===== src/rtl/conv_frame_writer.sv =====
// conv_frame_writer
//
// Sink for the 3x3 edge-convolution window. Skips the window's pipeline-fill
// interval after frame_start, then tags each window centre pixel with its
// frame-buffer address. The {address, pixel} pairs are queued in a small FIFO
// and written through a ready-gated port. Completion and dropped pushes are
// reported.
//
// Optional feature macro: BORDER_ZERO_EN
//   defined   - pixels at col 0 and col IMG_W-1 are written as 12'h000
//   undefined - border pixels carry i_pix_in unmodified
//
// Ports:
//   i_clk          clock, rising edge
//   i_reset_n      asynchronous active-low reset, clears all state
//   i_frame_start  one-cycle pulse; window sees first frame pixel this cycle
//   i_pix_in       window output {R,G,B} 4 bits each, no backpressure
//   o_mem_addr     write address (FIFO head)
//   o_mem_data     write data (FIFO head)
//   o_mem_we       write request, high while FIFO non-empty
//   i_mem_ready    write accepted when o_mem_we && i_mem_ready
//   o_busy         high in FILL, STREAM and DRAIN
//   o_frame_done   one-cycle completion pulse
//   o_overflow     sticky; set when a push is dropped, cleared on frame start
//
// Parameter constraints: FIFO_DEPTH is a power of 2 and >= 2, LATENCY >= 1,
// IMG_H >= 3, IMG_W*IMG_H <= 2**ADDR_W.
module conv_frame_writer #(
  parameter int IMG_W      = 640,
  parameter int IMG_H      = 480,
  parameter int LATENCY    = 1285,
  parameter int FIFO_DEPTH = 8,
  parameter int ADDR_W     = 19
) (
  input  logic              i_clk,
  input  logic              i_reset_n,
  input  logic              i_frame_start,
  input  logic [11:0]       i_pix_in,
  output logic [ADDR_W-1:0] o_mem_addr,
  output logic [11:0]       o_mem_data,
  output logic              o_mem_we,
  input  logic              i_mem_ready,
  output logic              o_busy,
  output logic              o_frame_done,
  output logic              o_overflow
);

  localparam int CW = (IMG_W > 1) ? $clog2(IMG_W) : 1;
  localparam int RW = (IMG_H > 1) ? $clog2(IMG_H) : 1;
  localparam int LW = $clog2(LATENCY + 1);
  localparam int PW = $clog2(FIFO_DEPTH);

  localparam logic [CW-1:0]     COL_LAST = CW'(IMG_W - 1);
  localparam logic [RW-1:0]     ROW_LAST = RW'(IMG_H - 2);
  localparam logic [PW:0]       CNT_FULL = (PW + 1)'(FIFO_DEPTH);

  typedef enum logic [2:0] {
    S_IDLE,
    S_FILL,
    S_STREAM,
    S_DRAIN,
    S_DONE
  } state_t;

  typedef struct packed {
    logic [ADDR_W-1:0] addr;
    logic [11:0]       data;
  } entry_t;

  state_t r_state;
  state_t w_state_nxt;

  logic [LW-1:0]     r_fill_cnt;
  logic [CW-1:0]     r_col;
  logic [RW-1:0]     r_row;
  logic [ADDR_W-1:0] r_addr;

  entry_t [FIFO_DEPTH-1:0] r_mem;
  logic [PW-1:0]           r_wr_ptr;
  logic [PW-1:0]           r_rd_ptr;
  logic [PW:0]             r_count;
  logic                    r_overflow;

  logic   w_start;
  logic   w_push;
  logic   w_last;
  logic   w_full;
  logic   w_pop;
  logic   w_wr;
  logic   w_drop;
  logic   w_border;
  entry_t w_entry;

  // ---------------------------------------------------------------------------
  // FSM
  // ---------------------------------------------------------------------------
  always_ff @(posedge i_clk or negedge i_reset_n) begin
    if (!i_reset_n) r_state <= S_IDLE;
    else            r_state <= w_state_nxt;
  end

  assign w_last = (r_row == ROW_LAST) && (r_col == COL_LAST);

  // The fill counter reaches 0 exactly in the cycle the first centre pixel is
  // on i_pix_in, so that cycle already pushes; STREAM covers the remainder.
  always_comb begin
    w_state_nxt  = r_state;
    w_start      = 1'b0;
    w_push       = 1'b0;
    o_busy       = 1'b0;
    o_frame_done = 1'b0;
    case (r_state)
      S_IDLE: begin
        if (i_frame_start) begin
          w_start     = 1'b1;
          w_state_nxt = S_FILL;
        end
      end
      S_FILL: begin
        o_busy = 1'b1;
        if (r_fill_cnt == '0) begin
          w_push      = 1'b1;
          w_state_nxt = w_last ? S_DRAIN : S_STREAM;
        end
      end
      S_STREAM: begin
        o_busy = 1'b1;
        w_push = 1'b1;
        if (w_last) w_state_nxt = S_DRAIN;
      end
      S_DRAIN: begin
        o_busy = 1'b1;
        if (r_count == '0) w_state_nxt = S_DONE;
      end
      S_DONE: begin
        o_frame_done = 1'b1;
        w_state_nxt  = S_IDLE;
      end
      default: w_state_nxt = S_IDLE;
    endcase
  end

  // ---------------------------------------------------------------------------
  // Fill counter and raster position
  // ---------------------------------------------------------------------------
  always_ff @(posedge i_clk or negedge i_reset_n) begin
    if (!i_reset_n) begin
      r_fill_cnt <= '0;
    end else if (w_start) begin
      r_fill_cnt <= LW'(LATENCY - 1);
    end else if (r_state == S_FILL && r_fill_cnt != '0) begin
      r_fill_cnt <= r_fill_cnt - LW'(1);
    end
  end

  // Centre pixels start on line 1: line 0 and line IMG_H-1 never sit in the
  // middle of the window. addr is a running counter, no multiply.
  always_ff @(posedge i_clk or negedge i_reset_n) begin
    if (!i_reset_n) begin
      r_col  <= '0;
      r_row  <= '0;
      r_addr <= '0;
    end else if (w_start) begin
      r_col  <= '0;
      r_row  <= RW'(1);
      r_addr <= ADDR_W'(IMG_W);
    end else if (w_push) begin
      r_addr <= r_addr + ADDR_W'(1);
      if (r_col == COL_LAST) begin
        r_col <= '0;
        r_row <= r_row + RW'(1);
      end else begin
        r_col <= r_col + CW'(1);
      end
    end
  end

  assign w_border = (r_col == '0) || (r_col == COL_LAST);

`ifdef BORDER_ZERO_EN
  // At the border columns the window spans two lines; write black instead.
  assign w_entry.data = w_border ? 12'h000 : i_pix_in;
`else
  assign w_entry.data = i_pix_in;
`endif
  assign w_entry.addr = r_addr;

  // ---------------------------------------------------------------------------
  // Write FIFO
  // ---------------------------------------------------------------------------
  assign w_full = (r_count == CNT_FULL);
  assign w_pop  = (r_count != '0) && i_mem_ready;
  // A pop in the same cycle frees a slot, so a full FIFO still accepts.
  assign w_wr   = w_push && (!w_full || w_pop);
  assign w_drop = w_push && w_full && !w_pop;

  always_ff @(posedge i_clk or negedge i_reset_n) begin
    if (!i_reset_n) begin
      r_mem    <= '0;
      r_wr_ptr <= '0;
      r_rd_ptr <= '0;
      r_count  <= '0;
    end else begin
      if (w_wr) begin
        r_mem[r_wr_ptr] <= w_entry;
        r_wr_ptr        <= r_wr_ptr + PW'(1);
      end
      if (w_pop) r_rd_ptr <= r_rd_ptr + PW'(1);
      case ({w_wr, w_pop})
        2'b10:   r_count <= r_count + (PW + 1)'(1);
        2'b01:   r_count <= r_count - (PW + 1)'(1);
        default: r_count <= r_count;
      endcase
    end
  end

  always_ff @(posedge i_clk or negedge i_reset_n) begin
    if (!i_reset_n)  r_overflow <= 1'b0;
    else if (w_start) r_overflow <= 1'b0;
    else if (w_drop)  r_overflow <= 1'b1;
  end

  assign o_mem_we   = (r_count != '0);
  assign o_mem_addr = r_mem[r_rd_ptr].addr;
  assign o_mem_data = r_mem[r_rd_ptr].data;
  assign o_overflow = r_overflow;

  logic w_unused;
  assign w_unused = w_border;

endmodule


===== config.mk =====
export PLATFORM = sky130hd
export DESIGN_NAME = conv_frame_writer
export DESIGN_NICKNAME = d
export VERILOG_FILES = /design/src/rtl/conv_frame_writer.sv
export SDC_FILE = /design/constraint.sdc
export NUM_CORES = 1
export LEC_CHECK = 0
export BUFFER_PORTS_ARGS = -buffer_cell sky130_fd_sc_hd__buf_2
export CAP_MARGIN = 20
export CORE_AREA = 2 2 225 227
export DETAILED_ROUTE_END_ITERATION = 12
export DIE_AREA = 0 0 227 229
export SETUP_SLACK_MARGIN = 0.5
export SYNTH_ARGS = -nofsm -noshare
export SYNTH_HDL_FRONTEND = slang
export SYNTH_SLANG_ARGS = --single-unit

===== constraint.sdc =====
create_clock -name i_clk -period 4.8 [get_ports i_clk]
set_input_delay 0.48 -clock i_clk [delete_from_list [all_inputs] [get_ports i_clk]]
set_output_delay 0.48 -clock i_clk [all_outputs]
set_load 0.005 [all_outputs]

After elaboration in Yosys (flattened, before gate mapping)
Cells that the tools add are included.

word-level totals
  bits in latches = 0
  memory bits (read-only) = 0
  memory bits (writable) = 0
  input port bits = 16
  word-level logic and storage cells = 102
  output and inout port bits = 35
  memories = 0
  register bits after elaboration = 311

cells by class
  magnitude comparators = 3
  reduce and logical (&&, ||, !) cells = 23
  shift-type cells = 0
  div/mod/pow operators = 0
  mux-type cells = 30
  bitwise gates (word level) = 0
  equality and inequality tests = 13
  $add $sub $neg = 8
  multipliers = 0

operators with widths
  cell                                                                   number
  248-bit bitwise mux                                                    1
  31-bit binary-select mux with 3-bit select                             1
  31-bit demux with 3-bit select                                         1
  31-bit two-way mux                                                     2
  19-bit two-way mux                                                     2
  10-bit two-way mux                                                     3
  9-bit two-way mux                                                      3
  11-bit two-way mux                                                     2
  19-bit by 1-bit adder with 19-bit output (second input constant)       1
  3-bit two-way mux                                                      4
  3-bit case mux with 4 select lines                                     1
  11-bit zero test                                                       1
  11-bit nonzero test                                                    1
  11-bit by 1-bit subtractor with 11-bit output (second input constant)  1
  10-bit by 1-bit adder with 10-bit output (second input constant)       1
  10-bit equality test (second input constant)                           1
  2-bit nonzero test                                                     5
  9-bit by 1-bit adder with 9-bit output (second input constant)         1
  9-bit equality test (second input constant)                            1
  3-bit by 4-bit < comparator with 1-bit output (second input constant)  2
  1-bit two-way mux                                                      8
  2-bit != test (second input constant)                                  4
  4-bit case mux with 2 select lines                                     1
  1-bit logical AND                                                      7
  19 further kinds                                                       22

Logic depth before layout (Yosys ltp)
  depth in word-level cells = 7
  gate-level depth with buffers = 13
  depth with buffers taken out = 12

Worst setup path before layout
Ideal clock, no wire load.

  kind = reg-to-reg
  start point = reg r_count[1]
  end point = reg r_count[2]
  path slack = 2.248 ns
  buffers on the path = 2
  clock period less this slack = 2.552 ns
  cell stages (with the launch flop) = 13
  required time = 4.675 ns
  library setup time = 0.125 ns
  data arrival time = 2.426 ns
  cells stage by stage = dfrtp_1 -> clkbuf_1 -> nor4_1 -> inv_1 -> and2_1 -> clkbuf_1 -> ha_1 -> xor2_1 -> ha_1 -> a21oi_1 -> xor2_1 -> nor2_1 -> xor2_1

on the way
  cells in the longest elaborated chain, start to end = 6
  elaborated cells between the ends (all ways) = 12
  those cells by class = add/sub (2); eq/ne (3); mux (1); reduce/logical (6)

ends and longest elaborated chain
  element                                                                                RTL line  RTL
  start: declaration                                                                     81        logic [PW:0] r_count;
  start signal: assignment                                                               210       2'b10: r_count <= r_count + (PW + 1)'(1);
  start signal: assignment                                                               211       2'b01: r_count <= r_count - (PW + 1)'(1);
  start signal: assignment                                                               212       default: r_count <= r_count;
  4-bit nonzero test (*)                                                                 -
  via o_mem_we                                                                           41        output logic o_mem_we,
  1-bit logical AND (*)                                                                  192       assign w_pop = (r_count != '0) && i_mem_ready;
  via w_pop                                                                              88        logic w_pop;
  1-bit logical OR                                                                       194       assign w_wr = w_push && (!w_full || w_pop);
  1-bit logical AND                                                                      194
  2-bit by 1-bit equality test with 1-bit output or 2-bit equality test (tied branches)  209       case ({w_wr, w_pop})
  4-bit case mux with 2 select lines or 2-bit nonzero test (tied branches)               -

The timed path passes the listed nets; every way through them passes the cells marked *.
A chain may end at the register's enable or synchronous reset.

Worst setup path in the final report
  start point = reg r_fill_cnt[0]
  end point = reg r_mem[51] (netlist bit)

on the way
  cells in the longest elaborated chain, start to end = 4

ends and longest elaborated chain
  element                             RTL line  RTL
  start: declaration                  73        logic [LW-1:0] r_fill_cnt;
  start signal: assignment            150       r_fill_cnt <= LW'(LATENCY - 1);
  start signal: assignment            152       r_fill_cnt <= r_fill_cnt - LW'(1);
  11-bit zero test                    121       if (r_fill_cnt == '0) begin
  1-bit two-way mux                   121
  1-bit case mux with 2 select lines  112       case (r_state)
  1-bit logical AND                   194
  end signal: indexed assignment      205       r_mem[r_wr_ptr] <= w_entry;
  end: declaration                    78        entry_t [FIFO_DEPTH-1:0] r_mem;

Every way passes these cells.

==> impl_metrics.csv <==
group,metric,value,unit
global_routing,grt_max_degree,102,
timing,finalCriticalPeriod,3.49,ns
clocking,clk_path_buf_depth,3,
power_and_ir_drop,leakagePower,7.28,nW
detailed_routing,vias_per_cell,4.83,
yosys,synth_nets,1044,
detailed_routing,wl_per_cell,18.0,um
floorplanning,die-area,52000,sq um
critical_path,r2r_end,"r_mem[51]",
placement,hpwl,18.6,mm
clocking,clk_pin_slew,0.06,ns
floorplanning,initial_utilization,29.5,%
critical_path,startpoint_type,"flip-flop",
timing,hold_ws,-0.00956,ns
yosys,synth_seq_cells,311,
yosys,yosysWarnings,0,
critical_path,r2r_setup_slack,1.31,ns
finish,finalInstanceArea,16700,sq um
finish,final_common_cell,"dfrtp_1",
worst_hold_path,hp-class,"in -> async",
clocking,cts_setup_buffers,0,
timing,setup_violations,0,
detailed_routing,route.detailed.drc,0,
detailed_routing,drt.antenna.violating_nets,0,
timing,tightest_slew,1.06,ns
critical_path,r2r_cells,8,
yosys,synth_cells,1018,
placement,place.port_buffers,50,
placement,place_area,15500,sq um
clocking,cts_resized,0,
global_routing,track_usage,12.4,%
yosys,async_flop_share,100,%
timing,slew_headroom,29.5,%
finish,drive_above_1_share,38.6,%
run,maxCapViolations,0,
global_routing,grt_overflow,0,
power_and_ir_drop,vdd_drop_max,0.264,mV
critical_path,reg2reg_from,"r_fill_cnt[0]",
outcome,violations,"hold timing",
floorplanning,io_pins,51,
clocking,h-tree-depth,2,
finish,mostFrequentLayoutCells,"dfrtp_1, mux2_2, mux2_1, mux4_2, buf_2",
clocking,cts_buffers,35,
clocking,cts_tree,"built",
timing,rsz0062_at_grt,"false",
detailed_routing,drtIter0Drc,467,
clocking,cts.sink_count,311,
yosys,synth-edff-count,0,
critical_path,worst_ep_arrival_time,3.86,ns
floorplanning,num_rows,82,
finish,seqCellArea,7790,sq um
floorplanning,die_x,227,um
critical_path,cp_data_required_time,5.17,ns
finish,nets,1063,
global_routing,grt_pass1_wl,50.9,mm
yosys,syn_area_per_cell,14.4,sq um
finish,n_antenna_cell,0,
yosys,yosys.cell_types.count,55,
timing,fin_ws,1.31,ns
yosys,synth_area,14700,sq um
detailed_routing,drt-pass1-iter-count,4,
finish,n_fill_cell,4871,
finish,multi_input_area,6460,sq um
placement,place_ws,1.33,ns
timing,clock.fmax,0.287,GHz
timing,slew_viol_final,0,
detailed_routing,routed_wl,31.1,mm
clocking,holdBufCountCts,0,
timing,post-route-period-util,72.6,%
critical_path,critPathKind,"reg -> reg",
global_routing,antenna_found_initial,0,
floorplanning,core_area,49700,sq um
finish,fin_util,33.6,%
floorplanning,die_h,229,um
critical_path,cp_max_fo,31,
timing,setup_tns,0,ns
timing,hold_violations,3,
global_routing,grt_pass1_vias,8854,
timing,finClkSkew,0.0238,ns
yosys,yosysSeqAreaShare,53.1,%
detailed_routing,vias,8354,
clocking,clockRootBuffer,"clkbuf_16",
outcome,status,"complete, but fails checks",
clocking,clk_latency,0.51,ns
power_and_ir_drop,cellPowerDensity,670,nW/um^2
finish,area_growth,13.8,%
critical_path,crit_path_end_kind,"flip-flop",
yosys,synth_ff_type,"dfrtp_1",
placement,gp_congestion,0.724,
-- flip-flops by register name (all words and copies together) (netlist names) --
signal / count
o_overflow: 1
r_addr: 19
r_col: 10
r_count: 4
r_fill_cnt: 11
r_mem: 248
r_rd_ptr: 3
r_row: 9
r_state: 3
r_wr_ptr: 3
-- cell families after synthesis --
kind of cell,after synthesis,share of synthesized area (%)
AO/OA/AOI/OAI,67,3.16
XOR/XNOR,40,2.39
adder cells (fa/ha/maj),10,0.853
buffers and inverters,98,3.09
flip-flops,311,53.1
multiplexers,347,32.1
AND/OR/NAND/NOR,145,5.31
-- metrics by stage --
step           total power [W]  cells
2_1_floorplan          0.00749   1018
3_3_place_gp           0.00858   1670
3_5_place_dp           0.00873   1670
4_1_cts                 0.0114   1729
5_1_grt                 0.0120   1731
6_report                0.0112   1731
-- power by group --
group          leakage [nW]  switching [W]  internal (W)
logic                  2.80        0.00148       0.00231
clock network         0.546        0.00103       0.00155
registers              3.94        0.00102       0.00379
-- worst max-delay path: stages, from the launching register on --
cell and delay, ns:
dfrtp_1 0.41, inv_1 0.08, ha_1 0.17, nor3b_1 0.24, nand4_1 0.12, buf_4 0.24
a21o_1 0.39, or4b_2 1.19, mux2_1 0.48
-- synth_stat cells, types with 9 or more instances --
| cell | n | area share (%) |
|---|---|---|
| o21ai_0 | 16 | 0.55 |
| xnor2_1 | 28 | 1.7 |
| inv_1 | 14 | 0.36 |
| ha_1 | 10 | 0.85 |
| a21oi_1 | 9 | 0.31 |
| nor2_1 | 44 | 1.1 |
| nand3_1 | 21 | 0.72 |
| mux4_2 | 62 | 9.5 |
| mux2_1 | 72 | 5.5 |
| mux2_4 | 30 | 3.1 |
| mux2_2 | 181 | 14 |
| buf_2 | 23 | 0.78 |
| nand2_1 | 34 | 0.87 |
| clkbuf_1 | 44 | 1.1 |
| buf_1 | 9 | 0.23 |
| dfrtp_1 | 311 | 53 |
| xor2_1 | 12 | 0.72 |
| a211oi_1 | 14 | 0.72 |
-- worst max path at each step --
stage | start | endpoint | slack, ns | depth (start not counted)
after floorplan | r_count[1] | r_count[2] | 2.25 | 12
after global routing | r_fill_cnt[0] | r_mem[59] | 1.15 | 8
after detailed placement | r_fill_cnt[0] | r_mem[82] | 1.33 | 8
after global placement | r_fill_cnt[0] | r_mem[75] | 1.39 | 8
after CTS | r_fill_cnt[0] | r_mem[82] | 1.31 | 8
final | r_fill_cnt[0] | r_mem[51] | 1.31 | 8
-- layout make-up --
cell class              instances  share of cell area, %
clock buffers                  51                   6.22
clock inverters                 8                  0.427
inverters                      14                  0.315
multi-input cells             609                   38.7
flip-flops and latches        311                   46.7
well taps                     672                   5.04
repair buffers                 66                   2.65
-- layer usage --
layer / up-vias / part of all wire [%] / wire length, um / track usage, %
li1: 3756 / - / - / -
met1: 4454 / 47 / 14700 / 17.5
met2: 103 / 47 / 14700 / 19.7
met3: 41 / 3.9 / 1220 / 2.40
met4: 0 / 1.4 / 433 / 2.51
met5: - / 0 / 0 / 0
Power figures use the tool's default switching activity.
